==> src/rtl/seg7_scan_decoder.sv <==
// Seven-segment scan receiver: waits for each {anodes,seg} pattern to settle,
// decodes the lit digit back to hex and tracks per-position validity,
// error flags and full-frame completion.
module seg7_scan_decoder #(
  parameter int STABLE_CYCLES = 4
) (
  input  logic        clk,
  input  logic        reset,
  input  logic [7:0]  anodes,
  input  logic [6:0]  seg,
  input  logic        clear,
  output logic [31:0] digits,
  output logic [7:0]  digit_valid,
  output logic        bad_pattern,
  output logic        multi_anode,
  output logic        frame_done
);

  typedef enum logic [1:0] {SETTLE, CAPTURE, HELD} state_t;

  localparam logic [7:0] STABLE_MAX = 8'(STABLE_CYCLES);

  state_t      state_q, state_d;
  logic [14:0] samp_q, samp_d;
  logic [7:0]  cnt_q, cnt_d;
  logic [31:0] digits_q, digits_d;
  logic [7:0]  valid_q, valid_d;
  logic [7:0]  seen_q, seen_d;
  logic        bad_q, bad_d;
  logic        multi_q, multi_d;
  logic        frame_q, frame_d;

  logic        same;
  logic        capture;
  logic [2:0]  idx;
  logic [7:0]  mask;
  logic [5:0]  dec;

  // Returns {match, blank, value} for an active-low gfedcba pattern.
  function automatic logic [5:0] decode(input logic [6:0] s);
    logic [5:0] r;
    r = 6'b100000;
    case (s)
      7'h40: r[3:0] = 4'h0;
      7'h79: r[3:0] = 4'h1;
      7'h24: r[3:0] = 4'h2;
      7'h30: r[3:0] = 4'h3;
      7'h19: r[3:0] = 4'h4;
      7'h12: r[3:0] = 4'h5;
      7'h02: r[3:0] = 4'h6;
      7'h78: r[3:0] = 4'h7;
      7'h00: r[3:0] = 4'h8;
      7'h10: r[3:0] = 4'h9;
      7'h08: r[3:0] = 4'hA;
      7'h03: r[3:0] = 4'hB;
      7'h46: r[3:0] = 4'hC;
      7'h21: r[3:0] = 4'hD;
      7'h06: r[3:0] = 4'hE;
      7'h0E: r[3:0] = 4'hF;
      7'h7F: r     = 6'b010000;
      default: r   = 6'b000000;
    endcase
    return r;
  endfunction

  // Stability counter and settle/capture/held sequencing.
  always_comb begin
    samp_d  = {anodes, seg};
    cnt_d   = cnt_q;
    state_d = state_q;
    capture = 1'b0;
    same    = ({anodes, seg} == samp_q);
    if (same) begin
      cnt_d = (cnt_q >= STABLE_MAX) ? STABLE_MAX : cnt_q + 8'd1;
    end else begin
      cnt_d = 8'd1;
    end
    case (state_q)
      SETTLE: begin
        if (same && (cnt_d == STABLE_MAX)) begin
          state_d = CAPTURE;
          capture = 1'b1;
        end
      end
      CAPTURE: state_d = same ? HELD : SETTLE;
      HELD:    state_d = same ? HELD : SETTLE;
      default: state_d = SETTLE;
    endcase
  end

  // Decode a captured sample into digit storage, flags and frame tracking.
  always_comb begin
    digits_d = digits_q;
    valid_d  = valid_q;
    seen_d   = seen_q;
    bad_d    = bad_q;
    multi_d  = multi_q;
    frame_d  = 1'b0;
    idx      = 3'd0;
    mask     = seen_q;
    dec      = decode(seg);
    for (int k = 7; k >= 0; k--) begin
      if (!anodes[k]) idx = 3'(k);
    end
    if (capture && !clear && (anodes != 8'hFF)) begin
      if ($countones(~anodes) == 1) begin
        if (dec[5]) begin
          digits_d[{idx, 2'b00} +: 4] = dec[3:0];
          valid_d[idx] = 1'b1;
        end else begin
          valid_d[idx] = 1'b0;
          if (!dec[4]) bad_d = 1'b1;
        end
        mask = seen_q | (8'd1 << idx);
        if (mask == 8'hFF) begin
          frame_d = 1'b1;
          seen_d  = 8'h00;
        end else begin
          seen_d  = mask;
        end
      end else begin
        multi_d = 1'b1;
      end
    end
    if (clear) begin
      valid_d = 8'h00;
      seen_d  = 8'h00;
      bad_d   = 1'b0;
      multi_d = 1'b0;
      frame_d = 1'b0;
    end
  end

  // State registers with synchronous reset.
  always_ff @(posedge clk) begin
    if (reset) begin
      state_q  <= SETTLE;
      samp_q   <= '1;
      cnt_q    <= 8'd0;
      digits_q <= 32'h0;
      valid_q  <= 8'h00;
      seen_q   <= 8'h00;
      bad_q    <= 1'b0;
      multi_q  <= 1'b0;
      frame_q  <= 1'b0;
    end else begin
      state_q  <= state_d;
      samp_q   <= samp_d;
      cnt_q    <= cnt_d;
      digits_q <= digits_d;
      valid_q  <= valid_d;
      seen_q   <= seen_d;
      bad_q    <= bad_d;
      multi_q  <= multi_d;
      frame_q  <= frame_d;
    end
  end

  assign digits      = digits_q;
  assign digit_valid = valid_q;
  assign bad_pattern = bad_q;
  assign multi_anode = multi_q;
  assign frame_done  = frame_q;

endmodule

==> config.mk <==
export PLATFORM = sky130hd
export DESIGN_NAME = seg7_scan_decoder
export DESIGN_NICKNAME = d
export VERILOG_FILES = /design/src/rtl/seg7_scan_decoder.sv
export SDC_FILE = /design/constraint.sdc
export NUM_CORES = 1
export LEC_CHECK = 0
export BUFFER_PORTS_ARGS = -buffer_cell sky130_fd_sc_hd__clkbuf_2
export CORE_UTILIZATION = 51
export DETAILED_ROUTE_END_ITERATION = 16
export GPL_ROUTABILITY_DRIVEN = 0
export GPL_TIMING_DRIVEN = 0
export HOLD_SLACK_MARGIN = 0.03
export PLACE_DENSITY = 0.76
export SLEW_MARGIN = 0
export SYNTH_ARGS = -nofsm -noshare
export SYNTH_HDL_FRONTEND = slang
export SYNTH_SLANG_ARGS = --single-unit
export TNS_END_PERCENT = 5
==> constraint.sdc <==
create_clock -name clk -period 4.2 [get_ports clk]
set_input_delay 0.63 -clock clk [delete_from_list [all_inputs] [get_ports clk]]
set_output_delay 0.63 -clock clk [all_outputs]
set_load 0.02 [all_outputs]
Word-level counts from Yosys, hierarchy flattened. Cells that the tools add are included.

Bits in registers: 76. Input bits: 18. Output and inout port bits: 43. Logic and storage cells: 95.

$add $sub $neg: 9. Magnitude comparators: 3. Equality and inequality tests: 24. Shifts and indexed selects: 3. Multiplexer cells: 23. Bitwise operators: 9. Reductions and logical operators: 15.

Operator list (number): $pmux 4 s15 (1); $eq 7x7->1 const B (5); $bwmux 32 (1); $mux 8 (4); $shift 4x7->32 const A (1); $shiftx 4x7->32 (1); $mux 3 (8); $eq 7x5->1 const B (3); $eq 7x6->1 const B (3); $not 8->8 (2); $or 8x8->8 (2); $reduce_or 16->1 (1); $eq 15x15->1 (1); $eq 7x2->1 const B (2); $eq 7x4->1 const B (2); $add 1x1->2 (4); $add 8x1->8 const B (1); $and 8x8->8 (1); $eq 8x3->1 const B (1); $eq 8x8->1 const B (1); $ge 8x3->1 const B (1); $ne 8x8->1 const B (1); $pmux 2 s2 (2); $shl 1x3->8 const A (1); 23 further kinds (36).

Logic depth before layout (Yosys ltp).
Word-level depth: 15. Depth in mapped cells: 16. Gate-level depth less buffers: 13.

Least setup slack after synthesis. Ideal clock, no wire load.

Path kind: input port to flip-flop. Start: in anodes[3]. End: reg seen_q[0]. Setup time: 0.135 ns. Data arrival time: 4.005 ns. Required time: 4.065 ns. Path slack: 0.060 ns. Stages: 15. Path buffers: 2. Cell sequence: buf_2 > inv_1 > fa_1 > fa_1 > fa_1 > ha_1 > inv_1 > fa_1 > nor2_1 > nand3_1 > a21oi_1 > nand3_1 > buf_2 > o31ai_2 > nor2_1.

Word-level cells in the longest chain between the ends: 9. Elaborated cells on any way between the ends: 23. Those cells by class: 3 x add/sub; 5 x eq/ne; 1 x shift; 8 x mux; 2 x bitwise; 4 x reduce/logical.

Ends and longest elaborated chain: start, declared (RTL line 9) `input logic [7:0] anodes,`; branches (longest 9 deep; another with $add 3x3->4); end signal, assigned (RTL line 152) `seen_q <= seen_d;`; end, declared (RTL line 28) `logic [7:0] seen_q, seen_d;`.

Parallel ways; which one is timed is not known. A chain may end at the register's enable or synchronous reset.

Worst setup path after layout.
Start: in anodes[0]. End: reg digits_q[9] (netlist: digits[9]).

Word-level cells in the longest chain between the ends: 9. Elaborated cells on any way between the ends: 20. Those cells by class: 4 x add/sub; 4 x eq/ne; 2 x shift; 5 x mux; 1 x bitwise; 4 x reduce/logical.

Ends and longest elaborated chain: branches (longest 9 deep; another with $add 3x3->4); end signal, assigned (RTL line 150) `digits_q <= digits_d;`; end, declared (RTL line 26) `logic [31:0] digits_q, digits_d;`.

Parallel ways; which one is timed is not known.

==> metrics.md <==
| Metric | Value |
|---|---|
| First DRT Iteration DRCs | 151 |
| IO Pins | 61 |
| Total gr overflow | 0 |
| CTS tree | done |
| Filler cell count | 673 |
| Hold Crit Class | flip-flop to flip-flop |
| Die ar. | 8250 µm² |
| Relative slew slack | 0.519 |
| Max-Cap Viols | 0 |
| Hold_buf cts | 0 |
| H-tree levels | 3 |
| Worst-Margin Slew | 0.722 ns |
| Worst setup SP type | input port |
| Port buffer count | 58 |
| Post-Synthesis Cells | 450 |
| R2r startpoint | cnt_q[0]$_SDFF_PP0_ |
| Post-layout min period | 4.05 ns |
| Avg Synthesized Cell Area | 8.94 µm² |
| CTS sink cnt | 76 |
| All-layer global routing usage | 0.235 |
| Synth Flop Type | dfxtp_1 |
| Commonest non-fill, non-tap cell in the layout | dfxtp_1 |
| Number of global-route vias before repair | 3287 |
| DR vias | 3453 |
| Dpl hpwl | 6.98 mm |
| Netlist cell types | 64 |
| Drt first pass iters | 6 |
| Core ar. | 7690 µm² |
| Die width | 90.8 µm |
| Logic pwr share | 0.125 |
| Clk pwr share | 0.424 |
| Power density over the cells | 341 nW/µm² |
| Pre-CTS setup slack | -0.541 ns |
| Slew Limit Fails | 0 |
| Cells on Worst Hold Path | 2 |
| R2R cell count | 9 |
| Global-route wire length before repair | 15.4 mm |
| Status | completed |
| Clk buf depth | 2 |
| Number of flops mapped to enable cells by yosys | 0 |
| Crit-path max FO | 7 |
| Psw | 0.000422 W |
| Register area share after synthesis | 0.378 |
| Synthesized area | 4020 µm² |
| WP data arrival | 4.34 ns |
| Crit end category | flip-flop |
| Internal power | 0.00121 W |
| CTS Root Cell | clkbuf_8 |
| Asr flop ratio synth | 0 |
| DRC | 0 |
| Ratio of cells with drive above 1 in the final layout | 0.240 |
| Leak | 2.08 nW |
| Synth Warn # | 0 |
| Routed WL | 9.50 mm |
| Crit path launch | anodes[0] |
| Switching Share | 0.259 |
| Worst EP required | 4.49 ns |
| Final Worst Setup Slack | 0.149 ns |
| Crit Path Category | input port to flip-flop |
| Synthesis-stage register bit count | 76 |
| Detail Route Antenna Nets | 0 |
| CTS Buf Count | 9 |
| Initial antenna violation count | 0 |
| Maximum vdd drop | 235 µV |
| NumNets Final | 562 |
| Largest net degree at the start of global routing | 15 |
| Wire per inst | 15.0 µm |
| Clk_skew | 0.0106 ns |
| P&R area growth vs syn | 18.9% |
| DR vias/cell | 5.46 |
| Most frequent cells in the layout | dfxtp_1, clkbuf_2, nand2b_1 |
| Period Utilization, post-route | 0.964 |
| Hold Vio Cnt, Final | 0 |
| Hold Slack | 0.460 ns |
| Starting density of the core | 0.523 |
| Worst-path clk slew | 0.09 ns |
| Clock Latency Late Sink | 0.36 ns |
| Final setup violation count | 0 |
| Die Y | 90.8 µm |
| Peak Freq | 247 MHz |
| N_diodes | 0 |
| Row count | 32 |
| Sequential power share | 0.451 |
## routing by layer
layer	part of all wire	track usage
met5	0	0
met2	0.50	0.406
met3	0.046	0.0455
met4	0.011	0.0873
met1	0.44	0.288
## cells in the mapped netlist (9+ instances only)
cell type   n  area (µm²)
dfxtp_1    76        1520
nand2b_1   42         263
nand2_1    41         154
mux2i_1    37         370
inv_1      23        86.3
nor2_1     22        82.6
or2_2      18         113
a21oi_1    16        80.1
nand3_1    16        80.1
ha_1       15         188
xor2_1     15         131
and3_1     11        68.8
clkbuf_1   10        37.5
a31oi_1     9        56.3
nor4_1      9        56.3
## power by group through the flow
stage	sequential, W	combinational [W]	clock, W
2_1_floorplan	0.000751	0.000131	0
3_3_place_gp	0.000752	0.000177	0
3_5_place_dp	0.000752	0.000184	0
4_1_cts	0.000735	0.000189	0.000696
5_1_grt	0.000736	0.000225	0.000730
6_report	0.000735	0.000204	0.000691
## layout make-up
| type | instances | area [µm²] | area share |
|---|---|---|---|
| Buffer | 24 | 145 | 0.0303 |
| Sequential cell | 76 | 1520 | 0.318 |
| Tap cell | 102 | 128 | 0.0267 |
| Timing Repair Buffer | 61 | 330 | 0.0691 |
| Inverter | 24 | 90.1 | 0.0188 |
| Clock buffer | 9 | 124 | 0.0259 |
| Multi-Input combinational cell | 329 | 2320 | 0.485 |
| Clock inverter | 7 | 123 | 0.0256 |
## cell families after synthesis
group / synth area share
xor gates and xnor gates: 0.0348
AOI/OAI and AO/OA: 0.0892
buffers and inverters: 0.0563
and+or+nand+nor: 0.282
muxes: 0.0920
DFF: 0.378
other: 0.000932
adders and majority gates: 0.0665
## final timing paths
check / slack, ns / endpoint
min reg2reg: 0.46 / flip-flop
max reg2reg: 1.67 / digits[9]$_SDFFE_PP0P_
max: 0.15 / digits[9]$_SDFFE_PP0P_
min: 0.46 / flip-flop
## worst max-delay path, cell delays in order
cell and delay (ns):
clkbuf_4 0.15, inv_1 0.07, fa_1 0.48, fa_1 0.51
fa_1 0.53, ha_2 0.18, inv_1 0.05, fa_2 0.33
nor2_1 0.10, nand3_1 0.12, a21oi_4 0.23, nand3_2 0.12
buf_6 0.18, nor4_4 0.26, buf_4 0.19, mux2i_1 0.19
## timing repair
item	in CTS	in global routing
setup endpoints to repair	28	37
setup buffers	0	3
pin swaps	0	8
resized for setup	2	17
## stage by stage
| stage | total power (W) | util | instances | TNS [ns] | cell area, µm² |
|---|---|---|---|---|---|
| 2_1_floorplan | 0.000882 | - | 454 | 0 | 4040 |
| 3_3_place_gp | 0.000928 | 0.580 | 614 | -14.29 | 4460 |
| 3_5_place_dp | 0.000936 | 0.580 | 614 | -18.69 | 4460 |
| 4_1_cts | 0.00162 | 0.613 | 630 | -0.00213 | 4720 |
| 5_1_grt | 0.00169 | 0.622 | 632 | -0.0677 | 4780 |
| 6_report | 0.00163 | 0.622 | 632 | 0 | 4780 |
Note: power is estimated with default switching activity, not from simulation.
